`src/rtl/control_unit.sv`:
```
// Three-cycle FETCH/DECODE/EXECUTE sequencer that drives program_counter and
// the datapath write strobes from the instruction register.
module control_unit (
  input  logic       clk,
  input  logic       reset,
  input  logic       start,
  input  logic [7:0] instr,
  input  logic       zero_flag,
  output logic       halt,
  output logic       branch_enable,
  output logic [3:0] branch_address,
  output logic [2:0] alu_op,
  output logic [3:0] imm,
  output logic       reg_we,
  output logic       mem_we,
  output logic [7:0] ir,
  output logic [2:0] state,
  output logic [7:0] retired,
  output logic       illegal
);

  typedef enum logic [2:0] {
    S_IDLE    = 3'd0,
    S_FETCH   = 3'd1,
    S_DECODE  = 3'd2,
    S_EXECUTE = 3'd3,
    S_HALTED  = 3'd4
  } state_t;

  localparam logic [3:0] OP_NOP   = 4'h0;
  localparam logic [3:0] OP_ADD   = 4'h1;
  localparam logic [3:0] OP_XOR   = 4'h5;
  localparam logic [3:0] OP_LDI   = 4'h6;
  localparam logic [3:0] OP_STORE = 4'h7;
  localparam logic [3:0] OP_JMP   = 4'h8;
  localparam logic [3:0] OP_JZ    = 4'h9;
  localparam logic [3:0] OP_JNZ   = 4'hA;
  localparam logic [3:0] OP_HLT   = 4'hF;

  state_t     state_q;
  state_t     state_d;
  logic [3:0] opcode;
  logic       load_ir;
  logic       retire;
  logic       is_illegal;
  logic       writes_reg;

  assign opcode         = ir[7:4];
  assign imm            = ir[3:0];
  assign branch_address = ir[3:0];
  assign state          = state_q;

  // Operand decode is state-independent; only the strobes are gated by EXECUTE.
  always_comb begin
    alu_op     = 3'd0;
    writes_reg = 1'b0;
    is_illegal = 1'b0;
    if (opcode >= OP_ADD && opcode <= OP_XOR) begin
      alu_op     = 3'(opcode - OP_ADD);
      writes_reg = 1'b1;
    end else if (opcode == OP_LDI) begin
      alu_op     = 3'd5;
      writes_reg = 1'b1;
    end else if (opcode > OP_JNZ && opcode < OP_HLT) begin
      is_illegal = 1'b1;
    end
  end

  // NOTE: every output of this block gets a default before the case so no
  // path leaves one unassigned; otherwise synthesis infers a latch.
  always_comb begin
    state_d       = state_q;
    halt          = 1'b1;
    branch_enable = 1'b0;
    reg_we        = 1'b0;
    mem_we        = 1'b0;
    load_ir       = 1'b0;
    retire        = 1'b0;
    unique case (state_q)
      S_IDLE: begin
        if (start) state_d = S_FETCH;
      end
      S_FETCH: begin
        load_ir = 1'b1;
        state_d = S_DECODE;
      end
      S_DECODE: begin
        state_d = S_EXECUTE;
      end
      S_EXECUTE: begin
        retire = 1'b1;
        halt   = (opcode == OP_HLT);
        reg_we = writes_reg;
        mem_we = (opcode == OP_STORE);
        unique case (opcode)
          OP_JMP:  branch_enable = 1'b1;
          OP_JZ:   branch_enable = zero_flag;
          OP_JNZ:  branch_enable = ~zero_flag;
          default: branch_enable = 1'b0;
        endcase
        state_d = (opcode == OP_HLT) ? S_HALTED : S_FETCH;
      end
      S_HALTED: begin
        state_d = S_HALTED;
      end
      default: begin
        state_d = S_IDLE;
      end
    endcase
  end

  // NOTE: state registers use non-blocking assignments so every flop samples
  // the pre-edge values regardless of statement order.
  always_ff @(posedge clk) begin
    if (reset) begin
      state_q <= S_IDLE;
      ir      <= 8'h00;
      retired <= 8'd0;
      illegal <= 1'b0;
    end else begin
      state_q <= state_d;
      if (load_ir) ir <= instr;
      if (retire) begin
        retired <= retired + 8'd1;
        if (is_illegal) illegal <= 1'b1;
      end
    end
  end

endmodule
```
`config.mk`:
```
export PLATFORM = sky130hd
export DESIGN_NAME = control_unit
export DESIGN_NICKNAME = d
export VERILOG_FILES = /design/src/rtl/control_unit.sv
export SDC_FILE = /design/constraint.sdc
export NUM_CORES = 1
export LEC_CHECK = 0
export CAP_MARGIN = 5
export CORE_ASPECT_RATIO = 0.6
export CORE_UTILIZATION = 45
export DETAILED_ROUTE_END_ITERATION = 6
export GPL_ROUTABILITY_DRIVEN = 0
export GPL_TIMING_DRIVEN = 0
export PLACE_DENSITY = 0.84
export SLEW_MARGIN = 20
export SYNTH_ARGS = -nofsm -noshare
export SYNTH_HDL_FRONTEND = slang
export SYNTH_SLANG_ARGS = --single-unit
```
`constraint.sdc`:
```
create_clock -name clk -period 4.5 [get_ports clk]
set_input_delay 0.9 -clock clk [delete_from_list [all_inputs] [get_ports clk]]
set_output_delay 0.9 -clock clk [all_outputs]
set_load 0.02 [all_outputs]
```
==> qor.txt <==
Run status - finished, final reports clean
CTS tree - yes
Overflow left after global routing - 0
Remaining DRCs - 0
Maximum buffer depth of the clock tree - 2
Final antenna diode count - 0
Max-Cap Viols - 0
Final cell count without fillers - 207
Total core area - 2240 µm²
Ys async rst share - 0
Post-synth cell types - 34
Crit share post-route - 0.764
RSZ-0062 raised after global routing - false
Count of pins on the block boundary - 47
Final core utilization - 0.746
Total leakage power - 0.650 nW
Area grow syn2layout - 50.1%
Total CTS buffers - 3
Number of global-route vias before repair - 965
Min-Delay Path Depth - 2
Post-synth net total - 146
DR iter-0 viols - 36
Chip height - 40.6 µm
Number of hold-slack violations in the final timing report - 0
Synthesis-stage register bit count - 20
Setup Skew - 0.00384 ns
Insertion delay to the later sink of the worst-skew pair - 0.26 ns
Clock sink count - 20
Netlist Area Pre-Place - 1120 µm²
WL/cell - 14.2 µm
Post-CTS setup repair buffer count - 0
Clock Tree Root - sky130_fd_sc_hd__clkbuf_8
Fmax - 291 MHz
Type of the worst setup path - in -> out
Post-detailed-routing wire length - 2930 µm
Number of antenna violations at the first check in global routing - 0
Yosys warnings - 0
Required @ worst endpoint - 3.60 ns
Number of buffers added to fix hold violations after cts - 0
CTS resizes - 0
Effective utilization at floorplan - 0.497
Area of all placed cells without fillers - 1680 µm²
Path class of the lowest-slack min-delay path - reg -> reg
Die Outline Area - 2690 µm²
Period minus WS final - 3.44 ns
Worst Path Arrival - 2.54 ns
Number of enable-type register cells in the synthesized netlist - 0
Worst slew margin relative to its limit - 0.683
Maximum level of the CTS H-tree - 1
Cell count after placement - 203
Via total after detailed routing - 1120
Kind of capture point of the worst setup path - output pin
Via density - 5.41
Kind of start point of the critical path - primary input
Clock input transition at the sequential cells of the worst setup and hold paths - 0.07 ns
Worst VDD drop - 0.161 mV
Initial DRT Pass Iterations - 4
Gr usage total - 0.229
DP Wirelength - 2080 µm
Number of pins exceeding their max-slew limit in the final report - 0
Synth Flop Type - sky130_fd_sc_hd__dfxtp_1
Maximum net fanout on the critical path - 1
Worst R2R Path Depth - 4
Number of instances in the synthesized netlist - 128
Wire length of the first global-routing pass - 4440 µm
Pin count of the biggest net entering global routing - 13
TNS Setup - 0 ns
Count of input and output buffers - 45
Antenna viol nets, final - 0
Final net count - 196
Die Wd - 66.3 µm
Power per cell area - 345 nW/µm²
Placed cell area - 1600 µm²
Count of final setup violators - 0
Fraction of the yosys area taken by sequential cells - 0.359
Share of layout cells above drive strength 1 - 0.130
Transition at the pin with the smallest max-transition slack - 0.476 ns
Synthesized area per cell - 8.72 µm²
Number of cell rows - 13
==> layer usage <==
layer  track usage  part of all wire
met1         0.262              0.44
met2         0.452              0.49
met5             0                 0
met3        0.0625             0.067
met4        0.0266            0.0024
==> layout make-up <==
cell class | instances | area (µm²)
buffer | 16 | 104
sequential | 20 | 400
clock inverter | 1 | 30.0
tap | 30 | 37.5
fill | 160 | 569
inverter | 4 | 15.0
clock buffer | 3 | 41.3
multi-input combinational | 88 | 597
timing repair buffer | 45 | 450
==> power breakdown <==
group | total [W] | switching (W) | internal, W
combinational | 0.000200 | 0.000100 | 0.0000995
clock | 0.000178 | 0.0000598 | 0.000119
sequential | 0.000201 | 0.0000118 | 0.000189
total | 0.000579 | 0.000172 | 0.000407
==> cells by family (layout without fill, tap and decap cells) <==
kind of cell / count (synthesis) / after routing / share of synthesized area
compound gates: 22 / 22 / 0.117
mux: 9 / 9 / 0.0818
fa+ha+maj: 6 / 6 / 0.0673
xor+xnor: 4 / 4 / 0.0314
buf+inv: 20 / 69 / 0.106
simple gates: 47 / 47 / 0.238
flops: 20 / 20 / 0.359
==> flip-flops by register name, indices dropped and copies added, names as in the netlist <==
name,count
retired,8
ir,8
state,3
illegal,1
==> synthesized netlist by cell type, types with 2 or more instances <==
cell type	number	share of area
sky130_fd_sc_hd__a21oi_1	9	0.040
sky130_fd_sc_hd__nand2_1	9	0.030
sky130_fd_sc_hd__nor2b_1	3	0.017
sky130_fd_sc_hd__o21ai_0	6	0.027
sky130_fd_sc_hd__o31ai_1	2	0.013
sky130_fd_sc_hd__nand3b_1	2	0.013
sky130_fd_sc_hd__nor2_1	15	0.050
sky130_fd_sc_hd__or4_1	2	0.013
sky130_fd_sc_hd__or3_2	3	0.020
sky130_fd_sc_hd__xnor2_1	3	0.024
sky130_fd_sc_hd__nor3b_1	2	0.013
sky130_fd_sc_hd__nor3_1	4	0.018
sky130_fd_sc_hd__buf_4	9	0.061
sky130_fd_sc_hd__mux2i_1	8	0.072
sky130_fd_sc_hd__buf_2	2	0.0090
sky130_fd_sc_hd__clkbuf_1	4	0.013
sky130_fd_sc_hd__inv_1	4	0.013
sky130_fd_sc_hd__dfxtp_1	20	0.36
sky130_fd_sc_hd__ha_1	6	0.067
==> path summary, 6_finish.rpt <==
path                                           endpoint  slack (ns)                     from
worst min-delay path               illegal$_SDFFE_PP0P_        0.47     illegal$_SDFFE_PP0P_
worst max-delay path                      branch_enable        1.06                zero_flag
worst max register to register  retired[6]$_SDFFE_PP0P_        2.99  retired[1]$_SDFFE_PP0P_
worst min register to register     illegal$_SDFFE_PP0P_        0.47     illegal$_SDFFE_PP0P_
==> cell usage in the layout, fill, tap and decap left out, types with 2 or more instances in the layout <==
cell type	Yosys	final
sky130_fd_sc_hd__nor2b_1	3	3
sky130_fd_sc_hd__a21oi_1	9	9
sky130_fd_sc_hd__inv_1	4	4
sky130_fd_sc_hd__clkbuf_8	0	3
sky130_fd_sc_hd__dfxtp_1	20	20
sky130_fd_sc_hd__xnor2_1	3	3
sky130_fd_sc_hd__nand3b_1	2	2
sky130_fd_sc_hd__buf_2	2	2
sky130_fd_sc_hd__nand2_1	9	9
sky130_fd_sc_hd__ha_1	6	6
sky130_fd_sc_hd__nor3b_1	2	2
sky130_fd_sc_hd__buf_4	9	9
sky130_fd_sc_hd__o31ai_1	2	2
sky130_fd_sc_hd__mux2i_1	8	8
sky130_fd_sc_hd__clkdlybuf4s50_1	0	45
sky130_fd_sc_hd__or4_1	2	2
sky130_fd_sc_hd__clkbuf_1	4	4
sky130_fd_sc_hd__or3_2	3	3
sky130_fd_sc_hd__nor2_1	15	15
sky130_fd_sc_hd__nor3_1	4	4
sky130_fd_sc_hd__o21ai_0	6	6
==> through the flow <==
| step | worst slack [ns] | hold WS, ns | total power, W |
|---|---|---|---|
| after floorplan | 2.00 | 0.522 | 0.000324 |
| after CTS | 1.10 | 0.474 | 0.000578 |
| after detailed placement | 1.13 | 0.459 | 0.000402 |
| final | 1.06 | 0.471 | 0.000579 |
| after global routing | 1.04 | 0.495 | 0.000604 |
| after global placement | 1.17 | 0.440 | 0.000396 |
==> critical path, stage by stage <==
cell and delay [ns]:
sky130_fd_sc_hd__clkdlybuf4s50_1 0.49, sky130_fd_sc_hd__mux2_2 0.33, sky130_fd_sc_hd__o211ai_1 0.17, sky130_fd_sc_hd__nor2_1 0.08
sky130_fd_sc_hd__clkdlybuf4s50_1 0.56
(Power assumes the default switching activity.)
==> edit 1 (config.mk and constraints unchanged) <==
Register the outputs `branch_address` and `imm`, without a reset; this adds one clock of latency there. The other outputs are not delayed to match.
--- a/src/rtl/control_unit.sv
+++ b/src/rtl/control_unit.sv
@@ -46,8 +46,10 @@
   logic       writes_reg;
 
   assign opcode         = ir[7:4];
-  assign imm            = ir[3:0];
-  assign branch_address = ir[3:0];
+  always_ff @(posedge clk) begin
+    branch_address <= ir[3:0];
+    imm            <= ir[3:0];
+  end
   assign state          = state_q;
 
   // Operand decode is state-independent; only the strobes are gated by EXECUTE.
Check against the original RTL: not equivalent (Yosys sat finds a counterexample within 4 cycles, from zero or initial values and one cycle with reset high).
==> edit 1 against the original RTL <==
- wire length fell by 4.2%
- register-to-register slack gained 0.13 ns
- die area rose by 3.9%
- critical endpoint unchanged
- worst setup slack improved by 0.083 ns
- global-route usage shrank 1.1 points
- via count decreased by 3.9%
- largest cell class unchanged
- design area increased by 2.7%
- clock power rose by 6%
- sequential power increased by 20%
- power is 7.6% higher
- non-clock buffer count decreased by 5
- area after synthesis is 4.0% higher
- highest routed layer unchanged
- synthesized cell count shrank 1.6%
- sequential cell count up 4
==> edit 1: results (changes against the original RTL) <==
[sta]
skew_ns = 0.001992  ; -0.001848 ns
slew_headroom_pct = 70.45  ; +2.2 points

[yosys]
synth_area_leaders = dfxtp_1, mux2i_1, ha_1, nor2_1, buf_4
async_flop_share_pct = 0  ; unchanged
ys_types = 32  ; -5.9%
ys_seq_area_share_pct = 41.38  ; +5.5 points
synthAdderAreaFrac_pct = 6.466  ; -0.26 points
muxShareOfSynthArea_pct = 8.728  ; +0.54 points
synth_compound_area_share_pct = 10.45  ; -1.2 points
ys.warnings.count = 0  ; unchanged
synth-xor-area-share_pct = 3.017  ; -0.12 points
synth_nets = 144  ; -1.4%
synthTopCellsByCount = dfxtp_1, nor2_1, mux2i_1
yosys_most_used_dff = dfxtp_1

[grt]
grtUsageTotal_pct = 21.74  ; -1.1 points
first_global_vias = 953  ; -1.2%
grt_pass1_wl_um = 4298  ; -3.3%
grt_max_degree = 15  ; +2
antenna_found_initial = 0  ; unchanged

[run_status]
outcome = complete, no violations

[critical_path]
crit_arrival_ns = 2.45  ; -0.09 ns
cp_slowest_cell = clkdlybuf4s50_1
crit_family = buffers and inverters
cp_max_fo = 1  ; unchanged
max_stage_delay_ns = 0.54  ; -0.02 ns

[cells_and_area]
nFillCells = 159  ; -0.63%
diodes = 0  ; unchanged
reg_top3 = ir x8, retired x8, imm x4
nets = 194  ; -1.0%
drive_gt1_share_pct = 9.143  ; -3.9 points

[clocking]
clk_pin_slew_ns = 0.09  ; +0.02 ns
clk_path_buf_depth = 2  ; unchanged
cts_buffers = 3  ; unchanged
cts_setup_buffers = 0  ; unchanged
ctsResizeCount = 0  ; unchanged
worstSkewPairLatency_ns = 0.26  ; about the same
cts_root_buf = clkbuf_8
htree_levels = 1  ; unchanged

[pwr]
leakage_nw = 0.6653  ; +2.3%
max-vdd-ir-drop_mv = 0.2758  ; +72%

[placed_design]
pre_cts_ws_ns = 1.168  ; +0.04033 ns
dp_hpwl_um = 2062  ; -0.97%
io_buffers = 45  ; unchanged

[drt]
drtIter0Drc = 105  ; +190%
wl_um = 2809  ; -4.2%
dr.pass1.iters = 4  ; unchanged
vias = 1076  ; -3.9%

[hold_path]
hold_class = reg -> reg

==> edit 1: changes by cell type after synthesis, sizes merged, moves of 2 or more <==
cell | unedited run | this run
buf | 12 | 9
nand2 | 9 | 4
dfxtp | 20 | 24
clkbuf | 4 | 2
and4b | 0 | 2
==> edit 1: cells by family (layout without fill, tap and decap cells) <==
kind of cell / Yosys count / in the layout
buffers and inverters: 15 / 64
xor gates and xnor gates: 4 / 4
and+or+nand+nor: 46 / 46
adders and majority gates: 6 / 6
AOI/OAI and AO/OA: 21 / 21
muxes: 10 / 10
DFF: 24 / 24
==> edit 1: worst paths after layout <==
kind	from	end	slack (ns)	cells after the start
worst max-delay path	zero_flag	branch_enable	1.15	5
worst min-delay path	ir[3]	imm[3]	0.38	0
worst max register to register	retired[2]	retired[5]	3.12	3
worst min register to register	ir[3]	imm[3]	0.38	0
==> edit 1: power by group <==
group	leakage (nW)	total (mW)	internal (mW)	switching (mW)
combinational	0.434	0.192	0.0946	0.0972
clock	0.0357	0.189	0.119	0.0698
sequential	0.195	0.242	0.228	0.0144
==> edit 1: routing by layer <==
layer  vias up  global-route usage (%)  share of wire, %
li1        531                       -                 -
met1       501                   28.48                50
met2        42                   35.64                42
met3         2                   7.337               7.7
met4         0                   3.723              0.25
met5         -                       0                 0
==> edit 1: final cells by class <==
type	instances	area share, %
buffer	11	4.073
clock buffer	3	2.400
inverter	4	0.8727
tap	30	2.182
multi-input combinational	87	34.62
sequential	24	27.93
clock inverter	1	1.745
timing repair buffer	45	26.18
==> edit 1: metrics by stage <==
stage	hold WS [ns]	cell area, um^2	instances
2_1_floorplan	0.4448	1161	126
3_3_place_gp	0.3644	1649	201
3_5_place_dp	0.3589	1649	201
4_1_cts	0.3811	1720	205
5_1_grt	0.3963	1720	205
6_report	0.3811	1720	205
==> edit 2 (same flow settings) <==
Made on the original files. Reset style: asynchronous (`reset`), changed in one clocked block.
--- a/src/rtl/control_unit.sv
+++ b/src/rtl/control_unit.sv
@@ -111,7 +111,7 @@
 
   // NOTE: state registers use non-blocking assignments so every flop samples
   // the pre-edge values regardless of statement order.
-  always_ff @(posedge clk) begin
+  always_ff @(posedge clk or posedge reset) begin
     if (reset) begin
       state_q <= S_IDLE;
       ir      <= 8'h00;
Check against the original RTL: differs if reset is asserted again (counterexample within 4 cycles, from zero or initial values and one cycle with reset high); with reset held inactive, the same outputs for 10 cycles.
==> edit 2 against the original RTL <==
- design area decreased by 1.6%
- worst setup slack improved by 0.10 ns
- worst hold slack got worse by 0.0010 ns
- first-iteration DRC count increased by 83%
- non-clock buffer count decreased by 3
- wire length decreased by 11%
- clock skew decreased by 0.0033 ns
- via count decreased by 16%
- area after synthesis decreased by 0.67%
- critical endpoint unchanged
- sequential cell count unchanged
Power is not compared: it rests on default switching activity, and its combinational part moved more than twofold at a synthesized area within 25%.
==> edit 2: results (changes against the original RTL) <==
[drt]
wl_um = 2603  ; -11%
drtIter0Drc = 66  ; +83%
vias = 940  ; -16%

[placed_design]
dp_hpwl_um = 1981  ; -4.9%
io_buffers = 46  ; +2.2%

[sta]
holdWs_ns = 0.4698  ; -0.001002 ns
skew_ns = 0.0005737  ; -0.003267 ns
slew_headroom_pct = 51.01  ; -17 points

[grt]
grt_max_degree = 21  ; +8
grtUsageTotal_pct = 22.17  ; -0.71 points
first_global_vias = 889  ; -7.9%
grt_pass1_wl_um = 4071  ; -8.4%

[cells_and_area]
drive_gt1_share_pct = 15.38  ; +2.4 points
nets = 176  ; -10%

[critical_path]
cp_max_fo = 1  ; unchanged
max_stage_delay_ns = 0.54  ; -0.02 ns
ff2ff_path_depth = 2  ; -2
cp_slowest_cell = clkdlybuf4s50_1
crit_arrival_ns = 2.44  ; -0.10 ns
reg2reg_slack_ns = 3.00  ; about the same
rr_startpoint = state[0]
r2r_end = ir[1]

[yosys]
async_flop_share_pct = 100.0  ; +100 points
synthTopCellsByCount = dfrtp_1, nand2_1, buf_4
yosys_most_used_dff = dfrtp_1
synth_area_leaders = dfrtp_1, mux2_2, ha_1, buf_4, xnor2_1
ys_seq_area_share_pct = 45.15  ; +9.3 points
synth_nets = 125  ; -14%
ys_types = 29  ; -15%

[hold_path]
hp-start = retired[7]
min_to = retired[7]
worstHoldPathCells = 1  ; -1

[run_status]
outcome = complete, no violations

[clocking]
clk_path_buf_depth = 2  ; unchanged
htree_levels = 1  ; unchanged

-- edit 2: cell families after synthesis --
logic type / Yosys count / share of synthesized area [%]
compound gates: 14 / 7.901
xor+xnor: 8 / 6.321
fa+ha+maj: 6 / 6.772
buf+inv: 16 / 8.577
flops: 20 / 45.15
mux: 7 / 7.111
simple gates: 36 / 18.17
-- edit 2: worst max-delay path: cells and delay by family --
| family | cells | cell delay (ns) |
|---|---|---|
| compound gates | 1 | 0.15 |
| simple gates | 1 | 0.06 |
| mux | 1 | 0.32 |
| buf+inv | 2 | 1.00 |
-- edit 2: power groups by stage --
stage	combinational [mW]	sequential [mW]	clock, mW
finish	0.901	0.341	0.113
global route	0.964	0.354	0.126
CTS	0.903	0.341	0.118
detailed placement	0.897	0.342	0
global placement	0.872	0.335	0
floorplan	0.449	0.420	0
-- edit 2: area by class of cell --
type	instances	area, um^2
Buffer	12	80.08
Clock buffer	3	41.29
Fill cell	162	596.8
Inverter	4	15.01
Multi-Input combinational cell	71	513.0
Sequential cell	20	500.5
Tap cell	30	37.54
Timing Repair Buffer	46	460.4
-- edit 2: per-stage QoR --
step | total power [mW] | util, % | worst slack (ns) | cells
floorplan | 0.8681 | - | 2.038 | 107
global placement | 1.208 | 71.57 | 1.164 | 183
detailed placement | 1.240 | 71.57 | 1.149 | 183
CTS | 1.362 | 73.41 | 1.152 | 186
global route | 1.444 | 73.41 | 1.087 | 186
finish | 1.355 | 73.41 | 1.163 | 186
-- edit 2: layer usage --
layer	part of all wire, %	GRT usage, %	up-vias
li1	-	-	458
met1	46	28.03	437
met2	45	34.69	41
met3	7.7	8.523	4
met4	1.2	9.043	0
met5	0	0	-
